<file path="src/rtl/dmem_arbiter_pkg.sv">
// Shared definitions for the data-memory arbiter: DMEM geometry, the
// read-return owner encoding and the default starvation limit.
package dmem_arbiter_pkg;

    localparam int ADDR_W           = 14;
    localparam int DATA_W           = 32;
    localparam int WE_W             = DATA_W / 8;
    localparam int STARVE_LIMIT_DEF = 8;

    // Which requester the DMEM read data of the current cycle belongs to.
    typedef enum logic [1:0] {
        NONE = 2'd0,
        CPU  = 2'd1,
        DMA  = 2'd2
    } rd_owner_t;

    // A byte-enable vector of all zeros marks a read access.
    function automatic logic is_read(input logic [WE_W-1:0] wea);
        return (wea == '0);
    endfunction

endpackage

</file>
<file path="src/rtl/dmem_arbiter_starve_counter.sv">
// starve_counter: saturating count of consecutive cycles a pending secondary
// request was refused. at_limit tells the arbiter to force the next grant.
// Only instantiated when DMEM_ARB_STARVE_EN is defined.
module dmem_arbiter_starve_counter #(
    parameter int LIMIT = 8,
    parameter int CNT_W = 8
) (
    input  logic clk,
    input  logic rst,
    input  logic inc,
    input  logic clr,
    output logic at_limit
);

    localparam logic [CNT_W-1:0] LIMIT_C = CNT_W'(LIMIT);

    logic [CNT_W-1:0] cnt;

    // Count refused cycles, stop at the limit, restart on clear.
    always_ff @(posedge clk or posedge rst) begin
        if (rst) begin
            cnt <= '0;
        end else if (clr) begin
            cnt <= '0;
        end else if (inc && (cnt != LIMIT_C)) begin
            cnt <= cnt + 1'b1;
        end
    end

    assign at_limit = (cnt == LIMIT_C);

endmodule

</file>
<file path="src/rtl/dmem_arbiter.sv">
// dmem_arbiter: shares the single-port DMEM between the CPU EX stage
// (priority) and a secondary requester (boot loader / DMA), and routes the
// one-cycle-late read data back to whoever issued the read.
// Optional feature macro: DMEM_ARB_STARVE_EN -- when defined, a starvation
// counter forces a grant to the secondary requester after STARVE_LIMIT
// refused cycles, stalling the CPU for that one cycle. When undefined the
// CPU has strict priority and cpu_stall is constant 0.
module dmem_arbiter
    import dmem_arbiter_pkg::*;
#(
    parameter int STARVE_LIMIT = STARVE_LIMIT_DEF,
    parameter int CNT_W        = 8
) (
    input  logic        clk,
    input  logic        rst,
    input  logic        cpu_req,
    input  logic [13:0] cpu_addr,
    input  logic [3:0]  cpu_wea,
    input  logic [31:0] cpu_din,
    output logic        cpu_stall,
    output logic [31:0] cpu_dout,
    input  logic        dma_valid,
    output logic        dma_ready,
    input  logic [13:0] dma_addr,
    input  logic [3:0]  dma_wea,
    input  logic [31:0] dma_din,
    output logic        dma_rvalid,
    output logic [31:0] dma_rdata,
    output logic [13:0] dmem_addra,
    output logic [3:0]  dmem_wea,
    output logic [31:0] dmem_dina,
    input  logic [31:0] dmem_douta
);

    // Parameter sanity folded into a signal so the tool sees the
    // parameters used in every build configuration.
    localparam bit CFG_OK = (STARVE_LIMIT >= 1) && (STARVE_LIMIT <= 255) &&
                            ((64'(1) << CNT_W) > 64'(STARVE_LIMIT));
    logic unused_cfg;
    assign unused_cfg = CFG_OK;

    logic        force_grant;
    logic        gnt_cpu;
    logic        gnt_dma;
    rd_owner_t   rd_owner;
    rd_owner_t   rd_owner_nxt;
    logic [31:0] cpu_dout_hold;

`ifdef DMEM_ARB_STARVE_EN
    logic at_limit;

    dmem_arbiter_starve_counter #(
        .LIMIT (STARVE_LIMIT),
        .CNT_W (CNT_W)
    ) u_starve (
        .clk      (clk),
        .rst      (rst),
        .inc      (dma_valid && !dma_ready),
        .clr      (!dma_valid || dma_ready),
        .at_limit (at_limit)
    );

    assign force_grant = at_limit && dma_valid;
`else
    assign force_grant = 1'b0;
`endif

    // Grant decision: CPU first unless the starved secondary must go now.
    // Nothing is granted while reset is held.
    always_comb begin
        gnt_cpu = 1'b0;
        gnt_dma = 1'b0;
        if (!rst) begin
            gnt_cpu = cpu_req && !force_grant;
            gnt_dma = dma_valid && (!cpu_req || force_grant);
        end
    end

    assign dma_ready = gnt_dma;

`ifdef DMEM_ARB_STARVE_EN
    assign cpu_stall = gnt_dma && cpu_req;
`else
    assign cpu_stall = 1'b0;
`endif

    // DMEM port mux: granted requester only, idle port driven to zero.
    always_comb begin
        dmem_addra = '0;
        dmem_wea   = '0;
        dmem_dina  = '0;
        if (gnt_cpu) begin
            dmem_addra = cpu_addr;
            dmem_wea   = cpu_wea;
            dmem_dina  = cpu_din;
        end else if (gnt_dma) begin
            dmem_addra = dma_addr;
            dmem_wea   = dma_wea;
            dmem_dina  = dma_din;
        end
    end

    // Read-return owner register.
    always_ff @(posedge clk or posedge rst) begin
        if (rst) begin
            rd_owner <= NONE;
        end else begin
            rd_owner <= rd_owner_nxt;
        end
    end

    // Next owner: whoever performs a read this cycle; writes get no response.
    always_comb begin
        rd_owner_nxt = NONE;
        if (gnt_cpu && is_read(cpu_wea)) begin
            rd_owner_nxt = CPU;
        end else if (gnt_dma && is_read(dma_wea)) begin
            rd_owner_nxt = DMA;
        end
    end

    // Keep the last CPU read word so cpu_dout holds between CPU reads.
    always_ff @(posedge clk or posedge rst) begin
        if (rst) begin
            cpu_dout_hold <= '0;
        end else if (rd_owner == CPU) begin
            cpu_dout_hold <= dmem_douta;
        end
    end

    assign cpu_dout   = (rd_owner == CPU) ? dmem_douta : cpu_dout_hold;
    assign dma_rvalid = (rd_owner == DMA);
    assign dma_rdata  = dma_rvalid ? dmem_douta : '0;

endmodule

</file>
<file path="config.mk">
export PLATFORM = sky130hd
export DESIGN_NAME = dmem_arbiter
export DESIGN_NICKNAME = d
export VERILOG_FILES = /design/src/rtl/dmem_arbiter_pkg.sv /design/src/rtl/dmem_arbiter_starve_counter.sv /design/src/rtl/dmem_arbiter.sv
export SDC_FILE = /design/constraint.sdc
export NUM_CORES = 1
export LEC_CHECK = 0
export CORE_AREA = 2 2 99 101
export CTS_CLUSTER_SIZE = 28
export DETAILED_ROUTE_END_ITERATION = 8
export DIE_AREA = 0 0 101 103
export GPL_ROUTABILITY_DRIVEN = 0
export PLACE_DENSITY_LB_ADDON = 0.12
export SLEW_MARGIN = 10
export SYNTH_ARGS = -nofsm -noshare
export SYNTH_HDL_FRONTEND = slang
export SYNTH_SLANG_ARGS = --single-unit
</file>
<file path="constraint.sdc">
create_clock -name clk -period 2.8 [get_ports clk]
set_input_delay 0.56 -clock clk [delete_from_list [all_inputs] [get_ports clk]]
set_output_delay 0.56 -clock clk [all_outputs]
set_load 0.05 [all_outputs]
</file>
; Word-level counts from Yosys, hierarchy flattened
; Index checks and enable logic that the tools add are counted.
[classes]
eq_ne = 2
n_mux = 12
reduce_logical = 6
[op_table]
columns = op, count
row1 = two-way mux 32 bit, 4
row2 = two-way mux 14 bit, 2
row3 = logical NOT 4 bit, 2
row4 = two-way mux 4 bit, 2
row5 = two-way mux 2 bit, 2
row6 = logical AND 1 bit, 3
row7 = "equality test 2 x 1 -> 1 bit, second input constant", 1
row8 = "equality test 2 bit, second input constant", 1
row9 = two-way mux 1 bit, 2
row10 = logical NOT 1 bit, 1
[totals]
reg_bits = 34
in_bits = 136
output_inout_bits = 117
word_cells = 22

; Longest topological paths before layout
[depth]
ltp_word = 6
ltp_mapped = 4
mapped_depth_nobuf = 2

; Worst setup path before layout
; No wires, ideal clock.
[synth_timing]
path_kind = input to output
from = in cpu_req
to = out dmem_dina[23]
t_arrival_ns = 1.619
required_time_ns = 2.240
setup_slack_ns = 0.621
stages = 3
n_path_buf = 1
path_cell_list = nor3b_4 buf_6 a22o_1
[synth_via]
elab_chain_len = 5
word_cells_on_any_way = 6
classes_between = mux (4) / reduce/logical (2)
[synth_lines]
columns = element, line_no
row1 = from (decl), dmem_arbiter.sv:16  ; input logic cpu_req,
row2 = logical NOT 1 bit, dmem_arbiter.sv:75  ; gnt_dma = dma_valid && (!cpu_req || force_grant);
row3 = logical AND 1 bit, dmem_arbiter.sv:75
row4 = two-way mux 1 bit, dmem_arbiter.sv:73  ; if (!rst) begin
row5 = named net dma_ready, dmem_arbiter.sv:23  ; output logic dma_ready,
row6 = two-way mux 32 bit, dmem_arbiter.sv:96  ; end else if (gnt_dma) begin
row7 = two-way mux 32 bit, dmem_arbiter.sv:92  ; if (gnt_cpu) begin
row8 = to (decl), dmem_arbiter.sv:31  ; output logic [31:0] dmem_dina,
; The timed path passes the listed nets, and every way through them passes these cells.

; Worst setup path in the final report
[layout_timing]
from = in rst
to = out dmem_dina[4]
[layout_via]
elab_chain_len = 3
word_cells_on_any_way = 4
classes_between = mux (4)
[layout_lines]
columns = element, line_no
row1 = from (decl), dmem_arbiter.sv:15  ; input logic rst,
row2 = two-way mux 1 bit, dmem_arbiter.sv:73
row3 = two-way mux 32 bit, dmem_arbiter.sv:96
row4 = two-way mux 32 bit (*), dmem_arbiter.sv:92
; Mark *: on every way between the ends. The rest lies on a longest branch, timed or not.

==> impl_results.md <==
- Gr usage total: around 16%
- Sequence of cells on the critical path: clkdlybuf4s50_1, nor3b_4, buf_12, a22o_1, buf_12
- Post-route antenna net violation count: 0
- Hold depth: 1
- Share of synthesized area occupied by flip-flops and latches: roughly 41%
- Distinct cells, synth: 15
- Min Tclk post-route: between 2000 and 3000 ps
- Fin Setup TNS: 0 ps
- Row cnt: 36
- # setup viols final: 0
- Wire length on met1: 2942 µm
- DRC viols: 0
- Synth warn: 0
- Top area cells in the synthesized netlist: dfrtp_1, a22o_1, mux2_2
- Clk_lat worst skew: roughly 280 ps
- I/O Buffers: 251
- HPWL after DPL: roughly 7800 µm
- CTS tree: done
- Layout cells sized above 1: approximately two fifths
- Post-Syn Nets: ~310
- Vias after detailed routing: 2403
- Most used cell, CP: buf_12
- Drt first pass iters: 4
- P per Cell Area: roughly 420 nW/µm²
- Setup crit start kind: primary input
- Htree depth: 2
- Status: finished, final reports clean
- Clock-pin slew on the worst setup and hold paths: 60 ps
- Initial antenna violation count: 0
- Final Hold Fails: 0
- Synthesized area per cell: ~12 µm²
- Multi-input gate area: between 1000 and 1500 µm²
- Io pins: around 250
- Die W: just over 100 µm
- CP max-delay cell: clkdlybuf4s50_1
- Cells after synthesis: 177
- Worst VDD drop: about 0.19 mV
- Final nets: 557
- Finished Cell Area: ~5300 µm²
- DRT Wirelength: ~9100 µm
- Floorplan core area: about 9500 µm²
- Max Slew Vio Count: 0
- Largest net degree at the start of global routing: 53
- Tcrit/Tclk final: between 90 and 100%
- Drt wl/cell: 16.98 µm
- Reg2reg path depth: 3
- Max frequency: around 390 MHz
- Endpoint class of the critical path: output port
- Final design utilization: a little under three fifths
- Sink Count: 34
- Initial Util: a little over a fifth
- Setup Fix Bufs, Post-CTS: 0
- DR iter-0 viols: between 40 and 50
- Die Ht: a little over 100 µm
- Synth top area share: 41.06%
- CTS Hold Bufs: 0
- Synth Cell Area: slightly above 2000 µm²
- Hold_ws: between 400 and 500 ps
- Vias per Instance: 4.500
- Max-cap viol count: 0
- Remaining global-route overflow: 0
- Register area: around 850 µm²
- Skew final: 4.526 ps
- Required @ worst endpoint: roughly 2200 ps
- #FFs+latches synth: 34
- Post-placement cell area: around 5200 µm²
- First-pass GRT wire length: around 13000 µm
- Die ar.: about 10000 µm²
- Unrepaired setup endpoints after global routing: false
- Clock Path Buffers: 2
- Vias in the first global route: roughly 2.4k
- Slowest stage delay, CP: between 500 and 600 ps
- Metal2 WL: 4929 µm
- Critical path class: in -> out
- Met3 wire len: between 900 and 1000 µm
- Post_cts resized: 0
- Worst Path Max Fanout: 52
- Area grow syn2layout: 153.6%
- Area leader, netlist: dfrtp_1
- FILL cells: 830
- CTS buffer count: 5
- Clk root buf: clkbuf_8
- Hold crit path type: reg -> reg
- Ant diodes: 0
- WP data arrival: around 2000 ps
- P_leak: around 2.3 nW
- Top sig layer: met4
-- power by group --
group	leakage, nW	internal [mW]	switching, mW
logic	1.85	0.570	0.711
clock network	0.0431	0.189	0.160
registers	0.438	0.579	0.0196
-- final cells by class --
cell class | count | share of cell area (%)
inverter | 1 | 0.07143
timing repair buffer | 256 | 58.71
tap | 114 | 2.714
sequential | 34 | 16.19
multi-input combinational | 123 | 20.74
clock buffer | 6 | 1.571
-- path summary, 6_finish.rpt --
path	startpoint	to	slack, ps
max	rst	dmem_dina[4]	240
min	cpu_dout_hold[29]	cpu_dout_hold[29]	500
max reg2reg	rd_owner[1]	cpu_dout_hold[1]	1330
min reg2reg	cpu_dout_hold[29]	cpu_dout_hold[29]	500
max in group asynchronous	rst	cpu_dout_hold[25]	1650
min in group asynchronous	rst	cpu_dout_hold[20]	840
-- registers in the layout (all words and copies together) (netlist names) --
register       count
cpu_dout_hold     32
rd_owner           2
-- routing by layer --
metal  track usage [%]  vias to the layer above
met2             30.21                      145
met4             5.198                        0
met3             6.102                       15
met5                 0                        -
li1                  -                     1141
met1             16.13                     1102
-- per-stage QoR --
step / worst slack, ps / power (mW) / std cells
2_1_floorplan: 621.5 / 1.294 / 177
3_3_place_gp: 246.8 / 1.890 / 528
3_5_place_dp: 233.8 / 1.903 / 528
4_1_cts: 228.5 / 2.265 / 534
5_1_grt: 179.2 / 2.341 / 534
6_report: 238.5 / 2.229 / 534
-- cell usage in the layout, fill, tap and decap left out --
| master | n |
|---|---|
| clkdlybuf4s50_1 | 135 |
| and2_1 | 34 |
| nor3b_4 | 1 |
| clkbuf_8 | 6 |
| buf_12 | 66 |
| nor2b_2 | 1 |
| a22o_1 | 50 |
| mux2_2 | 30 |
| conb_1 | 1 |
| mux2_4 | 2 |
| buf_4 | 55 |
| inv_1 | 1 |
| dfrtp_1 | 34 |
| nor2b_4 | 2 |
| nor4_1 | 2 |
-- cell families (layout without fill, tap and decap cells) --
family | after synthesis | after routing | synth area share (%)
DFF | 34 | 34 | 41.06
other | 1 | 1 | 0.1810
muxes | 32 | 32 | 17.75
AOI/OAI and AO/OA | 50 | 50 | 21.14
and+or+nand+nor | 40 | 40 | 12.68
buffers and inverters | 20 | 263 | 7.186
-- cells in the mapped netlist --
| master | number |
|---|---|
| nor3b_4 | 1 |
| mux2_4 | 2 |
| nor4_1 | 2 |
| dfrtp_1 | 34 |
| clkbuf_2 | 2 |
| buf_4 | 1 |
| buf_6 | 8 |
| conb_1 | 1 |
| nor2b_1 | 3 |
| inv_1 | 1 |
| and2_1 | 34 |
| mux2_2 | 30 |
| clkbuf_1 | 2 |
| a22o_1 | 50 |
| buf_2 | 6 |
-- critical path: cells and delay by family --
kind	cells	cell delay, ps
AO/OA/AOI/OAI	1	230
buffers and inverters	3	920
AND/OR/NAND/NOR	1	250
Note: power is estimated with default switching activity, not from simulation.
